[config.mk]
export PLATFORM = sky130hd
export DESIGN_NAME = alu5_batch_accum
export DESIGN_NICKNAME = d
export VERILOG_FILES = /design/src/rtl/alu5_pkg.sv /design/src/rtl/sat_accum_add.sv /design/src/rtl/alu5_batch_accum.sv
export SDC_FILE = /design/constraint.sdc
export NUM_CORES = 1
export LEC_CHECK = 0
export ABC_AREA = 0
export BUFFER_PORTS_ARGS = -buffer_cell sky130_fd_sc_hd__clkbuf_2
export CORE_MARGIN = 2
export CORE_UTILIZATION = 31
export DETAILED_ROUTE_END_ITERATION = 10
export SYNTH_ARGS = -nofsm -noshare
export SYNTH_HDL_FRONTEND = slang
export SYNTH_SLANG_ARGS = --single-unit
[constraint.sdc]
create_clock -name clk -period 3.3 [get_ports clk]
set_clock_uncertainty 0.2 [all_clocks]
set_input_delay 0.165 -clock clk [delete_from_list [all_inputs] [get_ports clk]]
set_output_delay 0.165 -clock clk [all_outputs]
set_load 0.1 [all_outputs]
[src/rtl/alu5_pkg.sv]
// Shared types and default widths for the ALU result batch accumulator.
package alu5_pkg;

    typedef enum logic [1:0] {
        OP_ADD = 2'b00,
        OP_SUB = 2'b01,
        OP_ABS = 2'b10,
        OP_CMP = 2'b11
    } op_t;

    typedef enum logic {
        S_ACCUM = 1'b0,
        S_DONE  = 1'b1
    } state_t;

    localparam int unsigned DEF_WIDTH     = 5;
    localparam int unsigned DEF_ACC_WIDTH = 8;
    localparam int unsigned DEF_BATCH     = 4;

endpackage

[src/rtl/sat_accum_add.sv]
// Signed saturating adder: clamps acc + operand to the W-bit signed range.
module sat_accum_add #(
    parameter int unsigned W = 8
) (
    input  logic signed [W-1:0] acc_i,
    input  logic signed [W-1:0] operand_i,
    output logic signed [W-1:0] result_c_o,
    output logic                clamp_c_o
);

    logic signed [W:0] full;

    // One guard bit; a disagreement between the top two bits means overflow.
    always_comb begin
        full       = (W+1)'(acc_i) + (W+1)'(operand_i);
        clamp_c_o  = full[W] ^ full[W-1];
        result_c_o = full[W-1:0];
        if (clamp_c_o) begin
            result_c_o = full[W] ? {1'b1, {(W-1){1'b0}}} : {1'b0, {(W-1){1'b1}}};
        end
    end

endmodule

[src/rtl/alu5_batch_accum.sv]
// Batches ALU result beats into a saturated running total with sticky flags,
// then holds the summary on a valid/ready output until it is taken.
module alu5_batch_accum
    import alu5_pkg::*;
#(
    parameter int unsigned WIDTH     = DEF_WIDTH,
    parameter int unsigned ACC_WIDTH = DEF_ACC_WIDTH,
    parameter int unsigned BATCH     = DEF_BATCH
) (
    input  logic                          clk,
    input  logic                          reset,
    input  logic                          in_valid,
    output logic                          in_ready,
    input  logic [1:0]                    op,
    input  logic [WIDTH-1:0]              sum,
    input  logic [WIDTH-1:0]              diff,
    input  logic [WIDTH-1:0]              abs_sum,
    input  logic                          of_add,
    input  logic                          of_sub,
    input  logic                          lessthan,
    output logic                          out_valid,
    input  logic                          out_ready,
    output logic [ACC_WIDTH-1:0]          acc_out,
    output logic [$clog2(BATCH+1)-1:0]    lt_count,
    output logic                          ovf_flag,
    output logic                          sat_flag
);

    localparam int unsigned CNT_W = $clog2(BATCH + 1);

    state_t                      state_q, state_d;
    logic signed [ACC_WIDTH-1:0] acc_q, acc_d;
    logic [CNT_W-1:0]            cnt_q, cnt_d;
    logic [CNT_W-1:0]            lt_q, lt_d;
    logic                        ovf_q, ovf_d;
    logic                        sat_q, sat_d;

    logic signed [ACC_WIDTH-1:0] operand;
    logic signed [ACC_WIDTH-1:0] add_res;
    logic                        add_clamp;
    op_t                         op_e;

    assign op_e = op_t'(op);

    // ABS is an unsigned magnitude, so it is zero-extended; CMP contributes nothing.
    always_comb begin
        operand = '0;
        case (op_e)
            OP_ADD: operand = ACC_WIDTH'($signed(sum));
            OP_SUB: operand = ACC_WIDTH'($signed(diff));
            OP_ABS: operand = ACC_WIDTH'(abs_sum);
            OP_CMP: operand = '0;
        endcase
    end

    sat_accum_add #(.W(ACC_WIDTH)) u_sat_add (
        .acc_i      (acc_q),
        .operand_i  (operand),
        .result_c_o (add_res),
        .clamp_c_o  (add_clamp)
    );

    assign in_ready = (state_q == S_ACCUM) && !reset;

    always_comb begin
        state_d = state_q;
        acc_d   = acc_q;
        cnt_d   = cnt_q;
        lt_d    = lt_q;
        ovf_d   = ovf_q;
        sat_d   = sat_q;
        case (state_q)
            S_ACCUM: begin
                if (in_valid && in_ready) begin
                    acc_d = add_res;
                    sat_d = sat_q | add_clamp;
                    lt_d  = lt_q + CNT_W'(lessthan);
                    ovf_d = ovf_q | ((op_e == OP_ADD) & of_add) | ((op_e == OP_SUB) & of_sub);
                    if (cnt_q == CNT_W'(BATCH - 1)) begin
                        cnt_d   = '0;
                        state_d = S_DONE;
                    end else begin
                        cnt_d = cnt_q + CNT_W'(1);
                    end
                end
            end
            S_DONE: begin
                if (out_ready) begin
                    state_d = S_ACCUM;
                    acc_d   = '0;
                    cnt_d   = '0;
                    lt_d    = '0;
                    ovf_d   = 1'b0;
                    sat_d   = 1'b0;
                end
            end
        endcase
    end

    always_ff @(posedge clk) begin
        if (reset) begin
            state_q <= S_ACCUM;
            acc_q   <= '0;
            cnt_q   <= '0;
            lt_q    <= '0;
            ovf_q   <= 1'b0;
            sat_q   <= 1'b0;
        end else begin
            state_q <= state_d;
            acc_q   <= acc_d;
            cnt_q   <= cnt_d;
            lt_q    <= lt_d;
            ovf_q   <= ovf_d;
            sat_q   <= sat_d;
        end
    end

    assign out_valid = (state_q == S_DONE);
    assign acc_out   = acc_q;
    assign lt_count  = lt_q;
    assign ovf_flag  = ovf_q;
    assign sat_flag  = sat_q;

endmodule

==> impl_metrics.py <==
metrics = {
    "outcome": {
        "status": "finished clean",
    },
    "yosys": {
        "synth_warnings": 0,
        "ys_seq_area_frac": 0.280,
        "ys_seq_elements": 17,
        "synth.avg_cell_area_um2": 8.37,
        "synth.distinct_cells": 38,
        "syn_inst": 145,
        "netlist_area_mm2": 0.00121,
        "synth_fp_nets": 181,
    },
    "global_routing": {
        "top_usage_layer": "met2",
        "grt.met1_usage": 0.172,
        "grt_max_degree": 12,
        "grtUsageMet2": 0.223,
        "antenna_found_initial": 0,
        "grt_pass1_vias": 1046,
        "grt_use_total": 0.132,
        "met3_usage": 0.0355,
        "grt_overflow": 0,
        "grt_pass1_wl_um": 4630,
    },
    "worst_hold_path": {
        "min_path_cells": 2,
        "hp-start": "reset",
        "whs_endpoint": "out_valid",
        "hp-class": "input port to flop",
    },
    "placement": {
        "gp_congestion": 0.760,
        "port_buffers": 38,
        "place_hpwl_um": 2230,
    },
    "critical_path": {
        "worst_setup_path_end_kind": "flop",
        "r2r_slack_ns": 0.72,
        "crit_arrival_ns": 2.65,
        "critPathKind": "input port to flop",
        "r2r_start": "acc_out[0]",
        "reg2reg_depth": 8,
        "worstReg2RegEnd": "acc_out[2]",
        "crit_fanout": 8,
        "required_ns": 3.25,
        "worstSetupStartpointType": "input port",
    },
    "detailed_routing": {
        "wl_um": 2780,
        "vias": 1155,
        "first_pass_iters": 3,
        "wl_per_cell_um": 12.0,
        "ant_nets": 0,
        "initialDrtViolationCount": 14,
        "drcViolationCount": 0,
        "viasPerCell": 4.98,
    },
    "floorplan": {
        "core_area_mm2": 0.00372,
        "die_w_um": 66.6,
        "ios": 39,
        "start_util": 0.327,
        "rows": 22,
        "die_h_um": 66.6,
        "die-area_mm2": 0.00443,
    },
    "cts": {
        "cts_hold_buf": 0,
        "cts_tree": "yes",
        "cts_inserted_buffers": 3,
        "clock-sinks": 17,
        "cts-htree-levels": 1,
        "ctsResizeCount": 0,
        "clk_path_buf_depth": 2,
        "clkTransAtPathRegs_ns": 0.07,
        "clk_latency_ns": 0.25,
        "post_cts_buffers": 0,
        "clockRootBuffer": "clkbuf_8",
    },
    "final_layout": {
        "utilization": 0.402,
        "fin_nets": 221,
        "layout_common_cells": "38 x clkbuf_2, 17 x dfxtp_1, 15 x nor2_1, 15 x nand2_1, 11 x ha_1",
        "diodes": 0,
        "layout_commonest_cell": "clkbuf_2",
        "drive_gt1_frac": 0.250,
        "syn_to_final_growth_pct": 23.2,
    },
    "power_and_ir_drop": {
        "p_per_area_mw_per_mm2": 574,
        "ir_worst_vdd_mv": 0.235,
        "leakage_nw": 0.749,
    },
    "sta": {
        "min_period_over_period": 0.816,
        "finalHoldViolCount": 0,
        "rsz0062_at_grt": "no",
        "period_needed_ns": 2.69,
        "maxSlewViolCount": 0,
        "setup_violations": 0,
        "final.setup.tns_ns": 0,
        "tightest_slew_ns": 0.621,
        "max_freq_mhz": 372,
        "slew_headroom": 0.582,
    },
    "job": {
        "maxCapViolCount": 0,
    },
}
[worst max path at each step]
stage	start	endpoint	slack, ns	cells past startpoint
2_1_floorplan	acc_out[0]	acc_out[2]	0.33	9
3_3_place_gp	op[0]	acc_out[2]	0.38	11
3_5_place_dp	op[0]	acc_out[2]	0.36	11
4_1_cts	op[0]	acc_out[2]	0.59	11
5_1_grt	op[0]	acc_out[3]	0.39	12
6_report	op[0]	acc_out[2]	0.61	11
[power by group]
group	internal, W	switching, W
registers	0.000232	0.0000230
clock network	0.0000836	0.0000695
logic	0.000126	0.000323
total	0.000442	0.000416
[critical path, stage by stage]
cell	delay, ns
clkbuf_2	0.17
mux2i_1	0.15
o21ai_0	0.21
ha_1	0.24
inv_1	0.06
fa_1	0.40
nand2b_1	0.20
a211oi_1	0.26
o32a_1	0.39
nor2_1	0.13
o311ai_1	0.28
[final cells by class]
type | instances | area (um2)
flip-flops and latches | 17 | 340
clock inverters | 1 | 5.00
clock buffers | 3 | 41.3
repair buffers | 39 | 198
multi-input cells | 119 | 832
fillers | 380 | 2220
well taps | 48 | 60.1
inverters | 5 | 18.8
[through the flow]
stage | power, W | hold WS, ns | instances | instance area [um2] | setup WS (ns)
6_report | 0.000858 | 0.0311 | 232 | 1500 | 0.608
5_1_grt | 0.000911 | 0.0453 | 232 | 1500 | 0.392
4_1_cts | 0.000864 | 0.0304 | 232 | 1500 | 0.586
3_5_place_dp | 0.000708 | 0.255 | 228 | 1450 | 0.361
3_3_place_gp | 0.000711 | 0.253 | 228 | 1450 | 0.384
2_1_floorplan | 0.000631 | 0.147 | 145 | 1210 | 0.326
[state kept, by name, indices dropped and copies added (netlist names)]
signal / count
ovf_flag: 1
lt_count: 3
acc_out: 8
sat_flag: 1
cnt_q: 3
out_valid: 1
[layer usage]
layer  wire length, um  part of all wire
met5                 0                 0
met4                10            0.0036
met3               199             0.072
met2              1200              0.43
met1              1370              0.49
[Yosys cell counts (all sizes together)]
| master | count | area, um2 |
|---|---|---|
| or3 | 1 | 6.26 |
| buf | 1 | 11.3 |
| a22oi | 3 | 22.5 |
| a21o | 7 | 52.6 |
| nor2 | 15 | 56.3 |
| maj3 | 1 | 11.3 |
| nor2b | 3 | 18.8 |
| a211oi | 3 | 35.0 |
| ha | 11 | 138 |
| o21ai | 8 | 40.0 |
| mux2i | 6 | 60.1 |
| a32oi | 1 | 8.76 |
| nor3 | 2 | 10.0 |
| clkbuf | 3 | 11.3 |
| o311ai | 3 | 26.3 |
| o32a | 1 | 10.0 |
| and3 | 3 | 18.8 |
| o21a | 2 | 15.0 |
| o22ai | 1 | 6.26 |
| nand2b | 4 | 25.0 |
| o211ai | 4 | 30.0 |
| a22o | 2 | 17.5 |
| a2bb2oi | 1 | 8.76 |
| a311oi | 1 | 8.76 |
| dfxtp | 17 | 340 |
| inv | 5 | 18.8 |
| and4 | 1 | 8.76 |
| and2 | 2 | 12.5 |
| a211o | 2 | 17.5 |
| nand2 | 15 | 56.3 |
| xor2 | 3 | 26.3 |
| a21oi | 6 | 30.0 |
| or2 | 1 | 6.26 |
| nand3 | 4 | 20.0 |
| xnor2 | 1 | 8.76 |
| fa | 1 | 20.0 |
[cells by family (layout without fill, tap and decap cells)]
family                     count (synthesis)  count (layout)  share of synthesized area
DFF                                       17              17                      0.280
AOI/OAI and AO/OA                         45              45                      0.271
muxes                                      6               6                     0.0495
adders and majority gates                 13              13                      0.139
xor gates and xnor gates                   4               4                     0.0289
and+or+nand+nor                           51              51                      0.197
buffers and inverters                      9              48                     0.0340
No activity file was read; power rests on OpenSTA's default activity.
